==> config.mk <==
export PLATFORM = sky130hd
export DESIGN_NAME = mb_io_slave_regs
export DESIGN_NICKNAME = d
export VERILOG_FILES = /design/src/rtl/mb_io_slave_regs_pkg.sv /design/src/rtl/mb_io_byte_reg.sv /design/src/rtl/mb_io_slave_regs.sv
export SDC_FILE = /design/constraint.sdc
export NUM_CORES = 1
export LEC_CHECK = 0
export ABC_AREA = 0
export BUFFER_PORTS_ARGS = -buffer_cell sky130_fd_sc_hd__buf_4
export CAP_MARGIN = 10
export CORE_MARGIN = 5
export CORE_UTILIZATION = 35
export CTS_CLUSTER_SIZE = 14
export DETAILED_ROUTE_END_ITERATION = 10
export SLEW_MARGIN = 5
export SYNTH_ARGS = -nofsm -noshare
export SYNTH_HDL_FRONTEND = slang
export SYNTH_SLANG_ARGS = --single-unit
==> constraint.sdc <==
create_clock -name clk -period 6.2 [get_ports clk]
set_input_delay 0.62 -clock clk [delete_from_list [all_inputs] [get_ports clk]]
set_output_delay 0.62 -clock clk [all_outputs]
set_load 0.01 [all_outputs]
==> src/rtl/mb_io_slave_regs_pkg.sv <==
// Shared types and constants for the MicroBlaze IO-bus register slave.
// Holds the FSM state encoding, the register-map offsets above NUM_REGS and the byte-lane helpers.
package mb_io_slave_pkg;

  typedef enum logic [1:0] {
    ST_IDLE = 2'd0,
    ST_WAIT = 2'd1,
    ST_RESP = 2'd2
  } state_t;

  localparam int LANE_W    = 8;
  localparam int NUM_LANES = 4;

  // Offsets of the extra map entries, counted from index NUM_REGS.
  localparam int STATUS_OFS   = 0;
  localparam int IRQ_STAT_OFS = 1;
  localparam int IRQ_EN_OFS   = 2;

  function automatic logic [31:0] lane_mask(input logic [NUM_LANES-1:0] be);
    logic [31:0] m;
    m = '0;
    for (int i = 0; i < NUM_LANES; i++) begin
      m[i*LANE_W +: LANE_W] = {LANE_W{be[i]}};
    end
    return m;
  endfunction

endpackage

==> src/rtl/mb_io_byte_reg.sv <==
// 32-bit register with independent byte-lane write enables and a parameterised reset value.
// Updates on the clock edge where a lane enable is high; no backpressure, always accepts.
module mb_io_byte_reg
  import mb_io_slave_pkg::*;
#(
  parameter logic [31:0] RESET_VALUE = 32'h0
) (
  input  logic                 clk,
  input  logic                 reset_n,
  input  logic [NUM_LANES-1:0] lane_en,
  input  logic [31:0]          wr_data,
  output logic [31:0]          q
);

  logic [31:0] wmask;

  assign wmask = lane_mask(lane_en);

  always_ff @(posedge clk or negedge reset_n) begin
    if (!reset_n) begin
      q <= RESET_VALUE;
    end else begin
      q <= (q & ~wmask) | (wr_data & wmask);
    end
  end

endmodule

==> src/rtl/mb_io_slave_regs.sv <==
// MicroBlaze IO-bus register slave: NUM_REGS r/w regs, one status word, optional IRQ block (MB_IO_SLAVE_REGS_IRQ_EN).
// IO_Ready pulses WAIT_STATES+1 cycles after the strobe; strobes outside IDLE are dropped rather than stalled.
module mb_io_slave_regs
  import mb_io_slave_pkg::*;
#(
  parameter int          NUM_REGS    = 8,
  parameter int          ADDR_WIDTH  = 9,
  parameter int          WAIT_STATES = 0,
  parameter logic [31:0] RESET_VALUE = 32'h0
) (
  input  logic                   clk,
  input  logic                   reset_n,
  input  logic                   IO_Addr_Strobe,
  input  logic                   IO_Read_Strobe,
  input  logic                   IO_Write_Strobe,
  input  logic [ADDR_WIDTH-1:0]  IO_Address,
  input  logic [3:0]             IO_Byte_Enable,
  input  logic [31:0]            IO_Write_Data,
  output logic [31:0]            IO_Read_Data,
  output logic                   IO_Ready,
  output logic                   io_error,
  input  logic [31:0]            status_in,
`ifdef MB_IO_SLAVE_REGS_IRQ_EN
  input  logic [31:0]            irq_src,
  output logic                   irq,
`endif
  output logic [NUM_REGS*32-1:0] regs_out
);

  localparam int          IDX_W     = ADDR_WIDTH - 2;
  localparam logic [31:0] STAT_IDX  = 32'(NUM_REGS + STATUS_OFS);
  localparam logic [3:0]  WAIT_LOAD = (WAIT_STATES > 0) ? 4'(WAIT_STATES - 1) : 4'd0;

  state_t           state;
  logic [3:0]       wait_cnt;
  logic [IDX_W-1:0] cap_idx;
  logic [3:0]       cap_be;
  logic [31:0]      cap_wdata;
  logic             cap_wr;
  logic             cap_both;

  logic             idle;
  logic             req;
  logic             enter_resp;
  logic             wr_commit;
  logic [31:0]      eff_idx;
  logic             eff_wr;
  logic             eff_both;
  logic             hit_rw;
  logic             hit_stat;
  logic             readable;
  logic             writable;
  logic             acc_err;
  logic [31:0]      rd_val;
  logic [31:0]      regs_q  [NUM_REGS];
  logic [3:0]       lane_en [NUM_REGS];
  logic             unused_addr_lsb;

`ifdef MB_IO_SLAVE_REGS_IRQ_EN
  localparam logic [31:0] ISTAT_IDX = 32'(NUM_REGS + IRQ_STAT_OFS);
  localparam logic [31:0] IEN_IDX   = 32'(NUM_REGS + IRQ_EN_OFS);

  logic        hit_istat;
  logic        hit_ien;
  logic [31:0] irq_stat;
  logic [31:0] irq_en_q;
  logic [31:0] irq_clr;
`endif

  assign unused_addr_lsb = ^IO_Address[1:0];
  assign idle            = (state == ST_IDLE);
  assign req             = IO_Addr_Strobe & (IO_Read_Strobe | IO_Write_Strobe);

  // In IDLE the live bus is decoded so a zero-wait access can respond next cycle;
  // afterwards the captured copy is used and later bus activity is ignored.
  assign eff_idx    = 32'(idle ? IO_Address[ADDR_WIDTH-1:2] : cap_idx);
  assign eff_wr     = idle ? IO_Write_Strobe : cap_wr;
  assign eff_both   = idle ? (IO_Read_Strobe & IO_Write_Strobe) : cap_both;
  assign enter_resp = (idle && req && (WAIT_STATES == 0)) ||
                      ((state == ST_WAIT) && (wait_cnt == 4'd0));
  assign wr_commit  = (state == ST_RESP) && cap_wr;

  always_comb begin
    hit_rw   = eff_idx < 32'(NUM_REGS);
    hit_stat = eff_idx == STAT_IDX;
    rd_val   = '0;
    for (int i = 0; i < NUM_REGS; i++) begin
      if (eff_idx == 32'(i)) rd_val = regs_q[i];
    end
    if (hit_stat) rd_val = status_in;
`ifdef MB_IO_SLAVE_REGS_IRQ_EN
    hit_istat = eff_idx == ISTAT_IDX;
    hit_ien   = eff_idx == IEN_IDX;
    if (hit_istat) rd_val = irq_stat;
    if (hit_ien)   rd_val = irq_en_q;
    readable = hit_rw | hit_stat | hit_istat | hit_ien;
    writable = hit_rw | hit_istat | hit_ien;
`else
    readable = hit_rw | hit_stat;
    writable = hit_rw;
`endif
    acc_err = eff_wr ? (!writable || eff_both) : !readable;
  end

  always_comb begin
    for (int i = 0; i < NUM_REGS; i++) begin
      lane_en[i] = (wr_commit && (eff_idx == 32'(i))) ? cap_be : 4'b0000;
    end
  end

  always_ff @(posedge clk or negedge reset_n) begin
    if (!reset_n) begin
      state        <= ST_IDLE;
      wait_cnt     <= 4'd0;
      cap_idx      <= '0;
      cap_be       <= 4'b0000;
      cap_wdata    <= 32'h0;
      cap_wr       <= 1'b0;
      cap_both     <= 1'b0;
      IO_Ready     <= 1'b0;
      io_error     <= 1'b0;
      IO_Read_Data <= 32'h0;
    end else begin
      IO_Ready <= 1'b0;
      io_error <= 1'b0;
      case (state)
        ST_IDLE: begin
          if (req) begin
            cap_idx   <= IO_Address[ADDR_WIDTH-1:2];
            cap_be    <= IO_Byte_Enable;
            cap_wdata <= IO_Write_Data;
            cap_wr    <= IO_Write_Strobe;
            cap_both  <= IO_Read_Strobe & IO_Write_Strobe;
            if (WAIT_STATES == 0) begin
              state <= ST_RESP;
            end else begin
              state    <= ST_WAIT;
              wait_cnt <= WAIT_LOAD;
            end
          end
        end
        ST_WAIT: begin
          if (wait_cnt == 4'd0) state <= ST_RESP;
          else                  wait_cnt <= wait_cnt - 4'd1;
        end
        ST_RESP: state <= ST_IDLE;
        default: state <= ST_IDLE;
      endcase
      if (enter_resp) begin
        IO_Ready <= 1'b1;
        io_error <= acc_err;
        if (!eff_wr) IO_Read_Data <= rd_val;
      end
    end
  end

  for (genvar g = 0; g < NUM_REGS; g++) begin : g_reg
    mb_io_byte_reg #(
      .RESET_VALUE(RESET_VALUE)
    ) u_reg (
      .clk    (clk),
      .reset_n(reset_n),
      .lane_en(lane_en[g]),
      .wr_data(cap_wdata),
      .q      (regs_q[g])
    );
    assign regs_out[g*32 +: 32] = regs_q[g];
  end

`ifdef MB_IO_SLAVE_REGS_IRQ_EN
  assign irq_clr = (wr_commit && hit_istat) ? (cap_wdata & lane_mask(cap_be)) : 32'h0;

  mb_io_byte_reg #(
    .RESET_VALUE(32'h0)
  ) u_irq_en (
    .clk    (clk),
    .reset_n(reset_n),
    .lane_en((wr_commit && hit_ien) ? cap_be : 4'b0000),
    .wr_data(cap_wdata),
    .q      (irq_en_q)
  );

  // Sources are OR-ed in after the clear so a same-cycle event is never lost.
  always_ff @(posedge clk or negedge reset_n) begin
    if (!reset_n) begin
      irq_stat <= 32'h0;
      irq      <= 1'b0;
    end else begin
      irq_stat <= (irq_stat & ~irq_clr) | irq_src;
      irq      <= |(irq_stat & irq_en_q);
    end
  end
`endif

endmodule

==> impl_metrics.env, run 1 <==
export IMPL_rsz0062_at_grt="false"
export IMPL_coreArea_sq_um=40600
export IMPL_die_area_sq_um=45100
export IMPL_relSlewSlack=0.301
export IMPL_peakVddDrop_v=0.000198
export IMPL_finalWirelength_um=49600
export IMPL_cts_resized=0
export IMPL_vias=10558
export IMPL_crit_buf_inv=1
export IMPL_grt_pass1_wl_um=72700
export IMPL_synth_nets=1123
export IMPL_rows=74
export IMPL_combPwrFrac=0.115
export IMPL_antenna_found_initial=0
export IMPL_skew_ns=0.0103
export IMPL_p_int_mw=3.82
export IMPL_yosysWarnings=0
export IMPL_first_iter_violations=605
export IMPL_cp_max_fo=25
export IMPL_layout_setup_ws_ns=2.16
export IMPL_path_delay_family="simple AND/OR/NAND/NOR gates"
export IMPL_syn_avg_cell_area_sq_um=13.8
export IMPL_maxCapViolCount=0
export IMPL_start_util=0.352
export IMPL_antenna_cells=0
export IMPL_grt_pass1_vias=11093
export IMPL_p_switching_mw=1.33
export IMPL_grt_max_degree=154
export IMPL_synth_edff_count=0
export IMPL_hp_class="input port to async pin"
export IMPL_routed_via_density=5.36
export IMPL_postCtsSetupBuffers=0
export IMPL_finalSetupViolCount=0
export IMPL_hold_viol=0
export IMPL_track_usage=0.214
export IMPL_clkSlewWorstSetupHoldPaths_ns=0.06
export IMPL_dp_cells=1911
export IMPL_period_minus_slack_ns=4.04
export IMPL_h_tree_depth=2
export IMPL_ff2ff_path_depth=6
export IMPL_leakagePower_nw=9.55
export IMPL_setup_tns_ns=0
export IMPL_cts_hold_buffers=0
export IMPL_worstPathArrival_ns=4.42
export IMPL_drt_pass1_iterations=5
export IMPL_p_seq_frac=0.483
export IMPL_ff2ff_setup_slack_ns=2.16
export IMPL_pin_count=372
export IMPL_period_share=0.651
export IMPL_cts_made_buffers=37
export IMPL_cp_start_kind="flip-flop"
export IMPL_gp_congestion=0.835
export IMPL_clockBufferDepth=3
export IMPL_p_clk_frac=0.402
export IMPL_finalMaxSlewViolations=0
export IMPL_layout_drive_gt1_share=0.523
export IMPL_cts_sinks=335
export IMPL_status="completed"
export IMPL_grt_overflow=0
export IMPL_max_freq_ghz=0.248
export IMPL_synth_async_reset_ratio=1.00
export IMPL_drc=0
export IMPL_r2r_start="state[1]"
export IMPL_ys_seq_area_frac=0.585
export IMPL_tightest_slew_ns=1.04
export IMPL_place_area_sq_um=17800
export IMPL_postSynthCellCount=1041
export IMPL_ys_flop_type="dfrtp_1"
export IMPL_end_kind="flip-flop"
export IMPL_worstSkewPairLatency_ns=0.51
export IMPL_die_y_um=212
export IMPL_area_growth_pct=31.9
export IMPL_synth_seq_cells=335
export IMPL_cts_tree="yes"
export IMPL_die_w_um=212
export IMPL_root_buffer="clkbuf_16"
export IMPL_io_buffers=369
export IMPL_critical_path_max_stage_delay_ns=0.95
export IMPL_layout_cells_non_filler=1969
export IMPL_worstPathRequired_ns=6.59
export IMPL_p_per_area_nw_per_um2=273
export IMPL_nFillCells=3704
export IMPL_synth_cell_type_count=38
export IMPL_drtAntennaViolNets=0
export IMPL_fin_area_sq_um=18900
export IMPL_synthesis_area_sq_um=14300
export IMPL_place_hpwl_um=33600
export IMPL_worst_path_max_delay_cell="dfrtp_1"
export IMPL_nets=1500
export IMPL_wl_per_cell_um=25.2
export IMPL_critPathKind="flip-flop to flip-flop"
export IMPL_swShare=0.259
export IMPL_crit_chain="or4b_1 -> a22o_1 -> nor2_4 -> buf_4 -> nand2_1 -> mux2_2"
export IMPL_post_place_ws_ns=2.16
-- cells in the mapped netlist (2+ instances only) --
cell	instances	area, sq um
nand3b_1	2	15.0
a221oi_1	33	289
mux2_2	247	2780
nor2_2	4	25.0
nand2_1	178	668
nor2_4	16	180
nand2_4	4	45.0
mux2_1	11	124
and3_1	4	25.0
nor2b_1	2	12.5
buf_2	2	10.0
inv_1	4	15.0
o22ai_1	32	200
clkbuf_1	43	161
mux4_2	32	721
nor2_1	4	15.0
or4_1	2	15.0
dfrtp_1	335	8380
a22oi_1	32	240
mux2i_1	2	20.0
a22o_1	2	17.5
a32oi_2	2	32.5
a31oi_1	33	206
-- layer usage --
layer	track usage	part of all wire
met5	0	0
met4	0.0536	0.021
met1	0.292	0.43
met2	0.352	0.48
met3	0.0481	0.073
-- cell usage in the layout, fill, tap and decap left out, types with 2 or more instances in the layout --
| cell type | synthesis | layout |
|---|---|---|
| buf_4 | 0 | 382 |
| dfrtp_1 | 335 | 335 |
| mux2_2 | 247 | 247 |
| nand2_1 | 178 | 177 |
| clkbuf_16 | 0 | 37 |
| a31oi_1 | 33 | 33 |
| a221oi_1 | 33 | 33 |
| a22oi_1 | 32 | 32 |
| mux4_2 | 32 | 32 |
| o22ai_1 | 32 | 32 |
| nor2_4 | 16 | 21 |
| mux2_1 | 11 | 11 |
| clkbuf_1 | 43 | 8 |
| clkinv_2 | 0 | 5 |
| inv_1 | 4 | 4 |
| and3_1 | 4 | 4 |
| nand2_4 | 4 | 4 |
| clkbuf_8 | 0 | 4 |
| nor2_1 | 4 | 3 |
| nor2b_1 | 2 | 2 |
| or4_1 | 2 | 2 |
| a32oi_2 | 2 | 2 |
| nand3b_1 | 2 | 2 |
| a22o_1 | 2 | 2 |
| bufinv_16 | 0 | 2 |
| clkinvlp_4 | 0 | 2 |
-- power by group through the flow --
stage | logic [mW] | clock network [mW] | registers, mW
floorplan | 0.241 | 0 | 2.51
global placement | 0.597 | 0 | 2.53
detailed placement | 0.604 | 0 | 2.53
CTS | 0.605 | 2.12 | 2.49
global route | 0.648 | 2.20 | 2.52
finish | 0.591 | 2.07 | 2.49
-- worst max-delay path by stage --
| stage | slack [ns] | startpoint | cells past startpoint | end |
|---|---|---|---|---|
| 6_report | 2.16 | state[1] | 6 | flip-flop |
| 5_1_grt | 1.97 | state[1] | 6 | flip-flop |
| 4_1_cts | 2.17 | state[1] | 6 | flip-flop |
| 3_5_place_dp | 2.16 | state[1] | 6 | flip-flop |
| 3_3_place_gp | 2.22 | state[1] | 6 | flip-flop |
| 2_1_floorplan | 3.44 | IO_Address[2] | 6 | IO_Read_Data[10] |
-- per-stage QoR --
stage	power [mW]	hold slack, ns	util
2_1_floorplan	2.75	0.324	-
3_3_place_gp	3.12	0.452	0.437
3_5_place_dp	3.13	0.456	0.437
4_1_cts	5.22	0.195	0.465
5_1_grt	5.36	0.237	0.465
6_report	5.16	0.135	0.465
-- area by class of cell --
class,instances,area [sq um],share of cell area
timing repair buffer,384,2900,0.154
tap,532,666,0.0352
sequential,335,8380,0.444
clock buffer,49,1010,0.0535
inverter,5,18.8,0.000993
clock inverter,9,100,0.00530
multi-input combinational,655,5810,0.308
-- cell families (layout without fill, tap and decap cells) --
kind of cell	after synthesis	in the layout	share of synthesized area
simple gates	223	223	0.0735
flops	335	335	0.585
mux	292	292	0.255
compound gates	140	140	0.0730
buf+inv	51	447	0.0135
-- worst register-to-register path: cells and delay by family (launching register included) --
kind / cells / cell delay [ns]
muxes: 1 / 0.39
buffers and inverters: 1 / 0.40
AOI/OAI and AO/OA: 1 / 0.41
and+or+nand+nor: 3 / 1.77
DFF: 1 / 0.95
(Power assumes the default switching activity.)
==> inputs of run 2 (changes only) <==
==> constraint.sdc (replaced) <==
create_clock -name clk -period 4.2 [get_ports clk]
set_input_delay 0.42 -clock clk [delete_from_list [all_inputs] [get_ports clk]]
set_output_delay 0.42 -clock clk [all_outputs]
set_load 0.01 [all_outputs]
==> run 2 against run 1 <==
Sequential power rose by 48%. Wire length rose by 2.0%. Core utilization rose by 0.65 points. Via count rose by 0.85%. Non-clock buffer count rose by 15. Worst setup slack got worse by 1.1 ns. Critical path depth rose by 1. Sequential share of layout area fell by 0.61 points. Critical path type unchanged.
==> impl_metrics.env, run 2 (synthesis results as in run 1) <==
export IMPL_status="completed"
export IMPL_wl_per_cell_um=25.4
export IMPL_layout_drive_gt1_share=0.531
export IMPL_root_buffer="clkbuf_16"
export IMPL_die_y_um=212
export IMPL_nFillCells=3689
export IMPL_cts_made_buffers=37
export IMPL_start_util=0.352
export IMPL_worstPathArrival_ns=3.60
export IMPL_track_usage=0.219
export IMPL_seqCellArea_sq_um=8380
export IMPL_hp_class="input port to flip-flop"
export IMPL_multi_input_area_sq_um=5810
export IMPL_pin_count=372
export IMPL_dp_cells=1925
export IMPL_hold_viol=0
export IMPL_max_freq_ghz=0.318
export IMPL_drc=0
export IMPL_finalSetupViolCount=0
export IMPL_coreArea_sq_um=40600
export IMPL_place_hpwl_um=34600
export IMPL_routed_via_density=5.35
export IMPL_die_area_sq_um=45100
export IMPL_cts_sinks=335
export IMPL_tightest_slew_ns=1.06
export IMPL_cp_max_fo=20
export IMPL_drtAntennaViolNets=0
export IMPL_period_share=0.748
export IMPL_grt_max_degree=101
export IMPL_antenna_cells=0
export IMPL_worstPathRequired_ns=4.66
export IMPL_clockBufferDepth=3
export IMPL_layout_cells_non_filler=1991
export IMPL_io_buffers=369
export IMPL_drt_pass1_iterations=5
export IMPL_nets=1515
export IMPL_vias=10648
export IMPL_grt_pass1_vias=11230
export IMPL_area_growth_pct=33.8
export IMPL_clkSlewWorstSetupHoldPaths_ns=0.06
export IMPL_critical_path_max_stage_delay_ns=0.65
export IMPL_finalWirelength_um=50600
export IMPL_critPathKind="flip-flop to flip-flop"
export IMPL_die_w_um=212
export IMPL_layout_commonest_cell="buf_4"
export IMPL_maxCapViolCount=0
export IMPL_period_minus_slack_ns=3.14
export IMPL_antenna_found_initial=0
export IMPL_skew_ns=0.0184
export IMPL_postCtsSetupBuffers=0
export IMPL_cts_tree="yes"
export IMPL_gp_congestion=0.854
export IMPL_first_iter_violations=584
export IMPL_grt_pass1_wl_um=73800
export IMPL_crit_chain="buf_4 -> or4b_2 -> a221oi_1 -> nand2b_2 -> buf_4 -> a221oi_1 -> a31oi_1"
export IMPL_whs_ns=0.0625
export IMPL_peakVddDrop_v=0.000231
export IMPL_rsz0062_at_grt="false"
export IMPL_leakagePower_nw=9.70
export IMPL_finalMaxSlewViolations=0
export IMPL_p_per_area_nw_per_um2=411
export IMPL_final_cell_mix="buf_4, dfrtp_1, mux2_2"
export IMPL_h_tree_depth=2
export IMPL_end_kind="flip-flop"
export IMPL_cp_start_kind="flip-flop"
export IMPL_total_power_mw=7.87
export IMPL_setup_tns_ns=0
export IMPL_relSlewSlack=0.292
export IMPL_grt_overflow=0
export IMPL_worstSkewPairLatency_ns=0.55
export IMPL_rows=74
export IMPL_worst_path_max_delay_cell="or4b_2"
-- run 2: cell types whose count changed in the layout (fill, tap and decap cells not counted) --
cell / change
buf_12: +2
buf_4: +12
bufinv_16: -1
clkbuf_1: -2
clkbuf_16: +2
clkbuf_8: +8
clkinvlp_4: -2
dlygate4sd3_1: +1
inv_6: +2
-- run 2: final cells by class --
type,instances,share of cell area
sequential,335,0.438
multi-input combinational,655,0.303
timing repair buffer,399,0.159
clock buffer,57,0.0607
tap,532,0.0347
clock inverter,8,0.00379
inverter,5,0.000980
-- run 2: stage by stage --
stage | cell area, sq um | setup WS, ns | util
4_1_cts | 19200 | 1.01 | 0.471
6_report | 19200 | 1.06 | 0.471
2_1_floorplan | 14300 | 1.64 | -
5_1_grt | 19200 | 0.932 | 0.471
3_5_place_dp | 17900 | 1.05 | 0.441
3_3_place_gp | 17900 | 1.05 | 0.441
-- run 2: worst paths after layout --
check / end / cells after the start / slack [ns] / start
worst min register to register: cap_idx[5] / 2 / 0.47 / cap_idx[5]
max in group asynchronous: async pin / 3 / 2.66 / reset_n
worst min-delay path: cap_wdata[9] / 3 / 0.06 / IO_Write_Data[9]
worst max register to register: IO_Read_Data[31] / 7 / 1.06 / state[1]
worst max-delay path: IO_Read_Data[31] / 7 / 1.06 / state[1]
min in group asynchronous: async pin / 2 / 0.52 / reset_n
-- run 2: routing by layer --
layer,GRT usage,routed length [um],part of all wire
met1,0.294,21400,0.42
met2,0.360,24300,0.48
met3,0.0514,3820,0.075
met4,0.0603,1050,0.021
met5,0,0,0
-- run 2: report_power, final --
part           internal (mW)  total (mW)  switching [mW]
combinational          0.430       0.898           0.468
clock                   1.97        3.30            1.33
sequential              3.43        3.68           0.251
-- run 2: critical path, delay by kind of cell, from the launching register on --
kind                   cells  cell delay (ns)
AO/OA/AOI/OAI              3             0.73
buffers and inverters      2             0.64
flip-flops                 1             0.42
AND/OR/NAND/NOR            2             1.24
-- run 2: what timing repair did --
| item | CTS | global route |
|---|---|---|
| hold buffers | 1 | 0 |
| hold endpoints to repair | 96 | 0 |
| resized for setup | 0 | 0 |
